`config.mk`:
```
export PLATFORM = sky130hd
export DESIGN_NAME = spi_master16
export DESIGN_NICKNAME = d
export VERILOG_FILES = /design/src/rtl/spi_master16.sv
export SDC_FILE = /design/constraint.sdc
export NUM_CORES = 1
export LEC_CHECK = 0
export CORE_MARGIN = 2
export CORE_UTILIZATION = 49
export CTS_CLUSTER_SIZE = 24
export DETAILED_ROUTE_END_ITERATION = 12
export GPL_ROUTABILITY_DRIVEN = 1
export PLACE_DENSITY = 0.78
export SETUP_SLACK_MARGIN = 0.1
export SYNTH_ARGS = -nofsm -noshare
export SYNTH_HDL_FRONTEND = slang
export SYNTH_SLANG_ARGS = --single-unit
```
`constraint.sdc`:
```
create_clock -name clk -period 2.8 [get_ports clk]
set_clock_uncertainty 0.05 [all_clocks]
set_input_delay 0.84 -clock clk [delete_from_list [all_inputs] [get_ports clk]]
set_output_delay 0.84 -clock clk [all_outputs]
set_load 0.05 [all_outputs]
```
`src/rtl/spi_master16.sv`:
```
// spi_master16: mode-0, MSB-first, 16-bit SPI initiator with a valid/ready word handshake.
// Build option: define SPI_MASTER16_LOOPBACK_EN to feed the rx shifter from the mosi register.
//
// state | meaning
// IDLE  | tx_ready high, waiting for tx_valid
// SETUP | cs_n low, bit15 on mosi, one half-period before the first SCK rise
// SHIFT | 31 SCK half-periods; the 16th falling edge leaves for HOLD
// HOLD  | SCK low for the final half-period, then cs_n rises and rx_data updates
// GAP   | cs_n high for CS_GAP cycles before the next frame may start
`timescale 1ns/1ps
module spi_master16 #(
    parameter int CLK_DIV = 12,
    parameter int CS_GAP  = 4
) (
    input  logic        clk,
    input  logic        rst_n,
    input  logic [15:0] tx_data,
    input  logic        tx_valid,
    output logic        tx_ready,
    output logic [15:0] rx_data,
    output logic        rx_valid,
    output logic        busy,
    output logic        spi_sck,
    output logic        spi_mosi,
    input  logic        spi_miso,
    output logic        spi_cs_n
);

    localparam int CNT_MAX = (CLK_DIV > CS_GAP) ? CLK_DIV : CS_GAP;
    localparam int CW      = (CNT_MAX > 1) ? $clog2(CNT_MAX) : 1;
    localparam logic [CW-1:0] DIV_LOAD = CW'(CLK_DIV - 1);
    localparam logic [CW-1:0] GAP_LOAD = CW'(CS_GAP - 1);

    typedef enum logic [2:0] {ST_IDLE, ST_SETUP, ST_SHIFT, ST_HOLD, ST_GAP} state_t;

    state_t        state_q, state_d;
    logic [CW-1:0] div_q, div_d;
    logic [4:0]    bit_q, bit_d;
    logic [15:0]   tx_sh_q, tx_sh_d;
    logic [15:0]   rx_sh_q, rx_sh_d;
    logic          sck_q, sck_d;
    logic          mosi_q, mosi_d;
    logic          cs_n_q, cs_n_d;
    logic [15:0]   rx_data_q, rx_data_d;
    logic          rx_valid_q, rx_valid_d;
    logic          busy_q, busy_d;
    logic          ready_q, ready_d;
    logic          div_tc;
    logic          miso_s;

`ifdef SPI_MASTER16_LOOPBACK_EN
    logic unused_miso;
    assign unused_miso = spi_miso;
    assign miso_s      = mosi_q;
`else
    assign miso_s      = spi_miso;
`endif

    assign div_tc = (div_q == '0);

    always_ff @(posedge clk or negedge rst_n) begin
        if (!rst_n) begin
            state_q    <= ST_IDLE;
            div_q      <= '0;
            bit_q      <= '0;
            tx_sh_q    <= '0;
            rx_sh_q    <= '0;
            sck_q      <= 1'b0;
            mosi_q     <= 1'b0;
            cs_n_q     <= 1'b1;
            rx_data_q  <= '0;
            rx_valid_q <= 1'b0;
            busy_q     <= 1'b0;
            ready_q    <= 1'b1;
        end else begin
            state_q    <= state_d;
            div_q      <= div_d;
            bit_q      <= bit_d;
            tx_sh_q    <= tx_sh_d;
            rx_sh_q    <= rx_sh_d;
            sck_q      <= sck_d;
            mosi_q     <= mosi_d;
            cs_n_q     <= cs_n_d;
            rx_data_q  <= rx_data_d;
            rx_valid_q <= rx_valid_d;
            busy_q     <= busy_d;
            ready_q    <= ready_d;
        end
    end

    always_comb begin
        state_d    = state_q;
        div_d      = div_q;
        bit_d      = bit_q;
        tx_sh_d    = tx_sh_q;
        rx_sh_d    = rx_sh_q;
        sck_d      = sck_q;
        mosi_d     = mosi_q;
        cs_n_d     = cs_n_q;
        rx_data_d  = rx_data_q;
        rx_valid_d = 1'b0;
        busy_d     = busy_q;
        ready_d    = ready_q;
        case (state_q)
            ST_IDLE: begin
                if (tx_valid && ready_q) begin
                    state_d = ST_SETUP;
                    div_d   = DIV_LOAD;
                    bit_d   = '0;
                    tx_sh_d = tx_data;
                    rx_sh_d = '0;
                    mosi_d  = tx_data[15];
                    cs_n_d  = 1'b0;
                    busy_d  = 1'b1;
                    ready_d = 1'b0;
                end
            end
            ST_SETUP: begin
                if (div_tc) begin
                    state_d = ST_SHIFT;
                    div_d   = DIV_LOAD;
                    bit_d   = '0;
                    sck_d   = 1'b1;
                    rx_sh_d = {rx_sh_q[14:0], miso_s};
                end else begin
                    div_d = div_q - CW'(1);
                end
            end
            ST_SHIFT: begin
                if (div_tc) begin
                    div_d = DIV_LOAD;
                    bit_d = bit_q + 5'd1;
                    if (sck_q) begin
                        sck_d = 1'b0;
                        // Even half-periods are SCK-high; the end of half-period 30 is the 16th fall.
                        if (bit_q == 5'd30) begin
                            state_d = ST_HOLD;
                        end else begin
                            tx_sh_d = {tx_sh_q[14:0], 1'b0};
                            mosi_d  = tx_sh_q[14];
                        end
                    end else begin
                        sck_d   = 1'b1;
                        rx_sh_d = {rx_sh_q[14:0], miso_s};
                    end
                end else begin
                    div_d = div_q - CW'(1);
                end
            end
            ST_HOLD: begin
                if (div_tc) begin
                    state_d    = ST_GAP;
                    div_d      = GAP_LOAD;
                    cs_n_d     = 1'b1;
                    rx_data_d  = rx_sh_q;
                    rx_valid_d = 1'b1;
                end else begin
                    div_d = div_q - CW'(1);
                end
            end
            ST_GAP: begin
                if (div_tc) begin
                    state_d = ST_IDLE;
                    busy_d  = 1'b0;
                    ready_d = 1'b1;
                end else begin
                    div_d = div_q - CW'(1);
                end
            end
            default: begin
                state_d = ST_IDLE;
            end
        endcase
    end

    assign tx_ready = ready_q;
    assign rx_data  = rx_data_q;
    assign rx_valid = rx_valid_q;
    assign busy     = busy_q;
    assign spi_sck  = sck_q;
    assign spi_mosi = mosi_q;
    assign spi_cs_n = cs_n_q;

endmodule

```
Yosys cells after proc, flatten, opt, wreduce, memory -nomap -nowiden --
Cells that the tools add are included. W data, S select, Z words.
Storage, ports and cells: flip-flop bits (word level) 65, input bits 20
Cells by class: add/subtract/negate cells 2, equality and inequality tests 15, muxes and demuxes 44, reduce and logical (&&, ||, !) cells 19
Operators by type and width (number):
- $mux W16 | 4
- $mux W15 | 4
- $pmux W16 S3 | 1
- $pmux W15 S2 | 1
- $mux W3 | 7
- $ne A2 B2 Y1 const B | 10
- $mux W4 | 4
- $pmux W4 S4 | 1
- $mux W5 | 3
- $pmux W3 S5 | 1
- $pmux W5 S3 | 1
- $mux W1 | 12
- $reduce_and A3 Y1 | 4
- $pmux W1 S2 | 5
- $reduce_and A5 Y1 | 2
- $reduce_bool A2 Y1 | 4
- $reduce_and A7 Y1 | 1
- $eq A3 B2 Y1 const B | 2
- $add A5 B1 Y5 const B | 1
- $eq A5 B5 Y1 const B | 1
- $logic_not A4 Y1 | 1
- $reduce_and A4 Y1 | 1
- $reduce_bool A4 Y1 | 1
- $sub A4 B1 Y4 const B | 1
- other kinds (7) | 7

Depth between registers and ports, before layout --
word-level depth 5, mapped depth 9

Least setup slack after synthesis --
OpenSTA, ideal clock, no wires.
kind register to register, start register div_q[0], end register rx_data_q[12] (netlist: rx_data[12]), library setup time 0.119 ns, arrival 1.952 ns, data required time 2.631 ns, slack 0.679 ns, stages on the path, launching flop included 10, buffers on the path 3, clock period less this slack 2.121 ns, cell sequence dfrtp_1 -> inv_1 -> ha_1 -> or3b_1 -> buf_6 -> or3_1 -> buf_6 -> buf_6 -> nand2_2 -> o21ai_2
On the way: longest elaborated chain between the ends 2
RTL lines:
- start: declaration | line 37 | logic [CW-1:0] div_q, div_d;
- start signal: assignment | line 77 | div_q <= div_d;
- $logic_not A4 Y1 | line 59 | assign div_tc = (div_q == '0);
- $reduce_and A2 Y1 (no line)
- end signal: assignment | line 84 | rx_data_q <= rx_data_d;
- end: declaration | line 44 | logic [15:0] rx_data_q, rx_data_d;
No other way between the ends. A chain may end at the register's enable or synchronous reset.

Worst setup path in the final report --
start register ready_q (netlist: tx_ready), end output tx_ready
RTL lines:
- start: declaration | line 47 | logic ready_q, ready_d;
- start signal: assignment | line 87 | ready_q <= ready_d;
- end: declaration | line 19 | output logic tx_ready,
No word-level cell between the ends.

==> metrics <==
count of buffers inserted at the top-level ports=41; final hold violation count=0; CP Launch Type=register; number of levels the H-tree was split into=3; xor and xnor area share after synthesis=1.11%; Setup CP Type=register to output port; delay of the slowest critical-path stage=0.81 ns; Seq/Total Area, Yosys=51.8%; routability-driven placement congestion ratio=0.772; final setup fails=0; total clock buffers created by CTS=9; max-slew violations=0; overall global routing resource usage=18.7%; count of instances resized after the clock tree is built=0; Synth Area in Simple Gates=14.6%; Tightest Pin Transition=0.868 ns; Rows=29; first-pass detailed-route iteration total=5; total routed wirelength=5990 um; total congestion overflow=0; Arrival @ worst endpoint=1.74 ns; commonest cells after routing, fill and taps aside=dfrtp_1 (63), nand2_1 (50), clkdlybuf4s50_1 (40); Hold WC Path Type=register to register; fraction of synthesized area in multiplexers=16.8%; starting utilization of the core area=50.1%; TritonCTS clock tree=yes; count of unresolved DRC violations after routing=0; via count of the first global-routing pass=2,197; post-synth cell types=48; Main synth FF type=dfrtp_1; worst slack at placement=0.0649 ns; placed inst area=3650 um2; cell with the biggest individual delay on the critical path=clkdlybuf4s50_1; area of all placed cells without fillers=3870 um2; Detail Placement HPWL=4220 um; routed wirelength normalized by instance count=14.5 um; worst IR drop on VDD=0.313 mV; total negative slack for setup checks=0 ns; power per cell area=488 nW/um2; Iteration-0 DRC Markers=147; power consumption=1.89 mW; number of hold buffers added after cts=0; sink count of the clock tree=65; area taken by flip-flops and latches=1630 um2; Inserted Diodes=0; post-synthesis sequential element count=65; Worst EP required=1.91 ns; area taken by multi-input logic gates=1380 um2; adder-cell area share of the yosys netlist=1.59%; leading cell type in the layout, fill and taps excluded=dfrtp_1; Area Overhead vs Synth=22.9%; Routed Antenna Nets=0; critical path peak fanout=7; die extent in y=84.1 um; horizontal die dimension=84.1 um; endpoint type of the worst setup path=output port; worst-case headroom to the max-slew limit=42.1%; fin nets=355; proportion of register bits with asynchronous set or reset after synthesis=100%; cell breakdown of the critical path=clkdlybuf4s50_1; largest family of logic cells by synthesized area=multiplexers; time the worst path needs with I/O delays and setup=2.63 ns; CTS clock-pin slew for the worst setup and hold paths=0.07 ns; buffers inserted by post-CTS timing repair=0; initial antenna violation count=0; post-synthesis compound-gate area fraction=9.59%; number of synthesized flops with an enable pin=0; hold slack=0.424 ns; Avg Inst Size Synth=11.2 um2; status=complete, no violations; filler cell count=538; Max Fclk=0.380 GHz; first-pass GRT wire length=10,400 um; vias after detailed routing=2,163; Synth warnings=0; unrepaired setup endpoints after global routing=false; static power due to leakage=1.82 nW; Ports=42; number of cells produced by synthesis=282; mapped cell area=3150 um2; Root Buffer=clkbuf_8; post-layout worst setup margin=0.170 ns; floorplan die area=7080 um2; Final Cycle Share=93.9%; WP buf/inv=1; pin count of the biggest net entering global routing=36; Core ar.=6280 um2; Synth Net Count=306; Max clock buf depth=2; count of max-cap constraint violations=0; clk_lat worst skew=0.35 ns; family with the most delay on the worst path=buffers and inverters; via/cell ratio=5.24; fraction of layout cells with a size suffix above 1=24.4%
## per-layer routing
| metal | up-vias | global-route usage (%) | part of all wire (%) | wire, um |
|---|---|---|---|---|
| li1 | 1074 | - | - | - |
| met1 | 1032 | 24.8 | 46 | 2770 |
| met2 | 43 | 29.1 | 48 | 2860 |
| met3 | 14 | 4.25 | 3.9 | 232 |
| met4 | 0 | 9.68 | 2.1 | 127 |
| met5 | - | 0 | 0 | 0 |
## layout make-up
class / instances / area share, %
inverters: 13 / 1.26
multi-input cells: 191 / 35.7
clock buffers: 11 / 3.66
repair buffers: 51 / 12.8
well taps: 77 / 2.49
clock inverters: 5 / 2.04
flip-flops and latches: 65 / 42.1
## logic make-up after synthesis
logic type / Yosys count
simple gates: 96
flops: 65
mux: 48
fa+ha+maj: 4
xor+xnor: 4
compound gates: 39
buf+inv: 26
## power breakdown
group	internal, mW	total [mW]	switching [mW]	leakage, nW
clock	0.524	0.889	0.364	0.113
sequential	0.939	0.939	0	0.839
combinational	0.0352	0.0611	0.0259	0.864
total	1.50	1.89	0.390	1.82
## Yosys cell counts, types with 2 or more instances
library cell / n / share of area (%)
a211oi_1: 2 / 0.48
a21oi_1: 4 / 0.64
a21oi_2: 2 / 0.56
a32oi_1: 2 / 0.56
buf_2: 6 / 0.95
buf_6: 5 / 1.8
clkbuf_1: 2 / 0.24
dfrtp_1: 63 / 50
dfstp_2: 2 / 1.7
ha_1: 4 / 1.6
inv_1: 12 / 1.4
mux2_1: 6 / 2.1
mux2_2: 33 / 12
mux2i_1: 9 / 2.9
nand2_1: 50 / 6.0
nand2_2: 2 / 0.40
nand3_1: 5 / 0.80
nor2_1: 11 / 1.3
nor2b_1: 3 / 0.60
nor3_1: 11 / 1.8
nor3b_1: 2 / 0.48
o211ai_1: 2 / 0.48
o21ai_0: 6 / 0.95
o21ai_2: 9 / 2.5
o22a_1: 2 / 0.56
or2_2: 2 / 0.40
xnor2_1: 4 / 1.1
## state kept, by name (all words and copies together) (netlist names), 3 cells and up
signal   cells
rx_data     16
tx_sh_q     15
rx_sh_q     16
div_q        4
bit_q        5
state_q      3
## metrics by stage
| step | cells | utilization [%] |
|---|---|---|
| 2_1_floorplan | 282 | - |
| 3_3_place_gp | 397 | 58.1 |
| 3_5_place_dp | 397 | 58.1 |
| 4_1_cts | 413 | 61.6 |
| 5_1_grt | 413 | 61.6 |
| 6_report | 413 | 61.6 |
## worst paths after layout
check / from / to / slack (ns) / cells after the start
hold / removal: spi_cs_n$_DFFE_PN1P_ / spi_cs_n$_DFFE_PN1P_ / 0.42 / 2
max in group asynchronous: rst_n / tx_ready$_DFFE_PN1P_ / 1.65 / 2
setup / recovery: tx_ready$_DFFE_PN1P_ / tx_ready / 0.17 / 1
hold reg to reg: spi_cs_n$_DFFE_PN1P_ / spi_cs_n$_DFFE_PN1P_ / 0.42 / 2
min in group asynchronous: rst_n / div_q[0]$_DFFE_PN0P_ / 0.43 / 1
setup reg to reg: div_q[0]$_DFFE_PN0P_ / tx_sh_q[8]$_DFFE_PN0P_ / 0.34 / 6
Note: power is estimated with default switching activity, not from simulation.
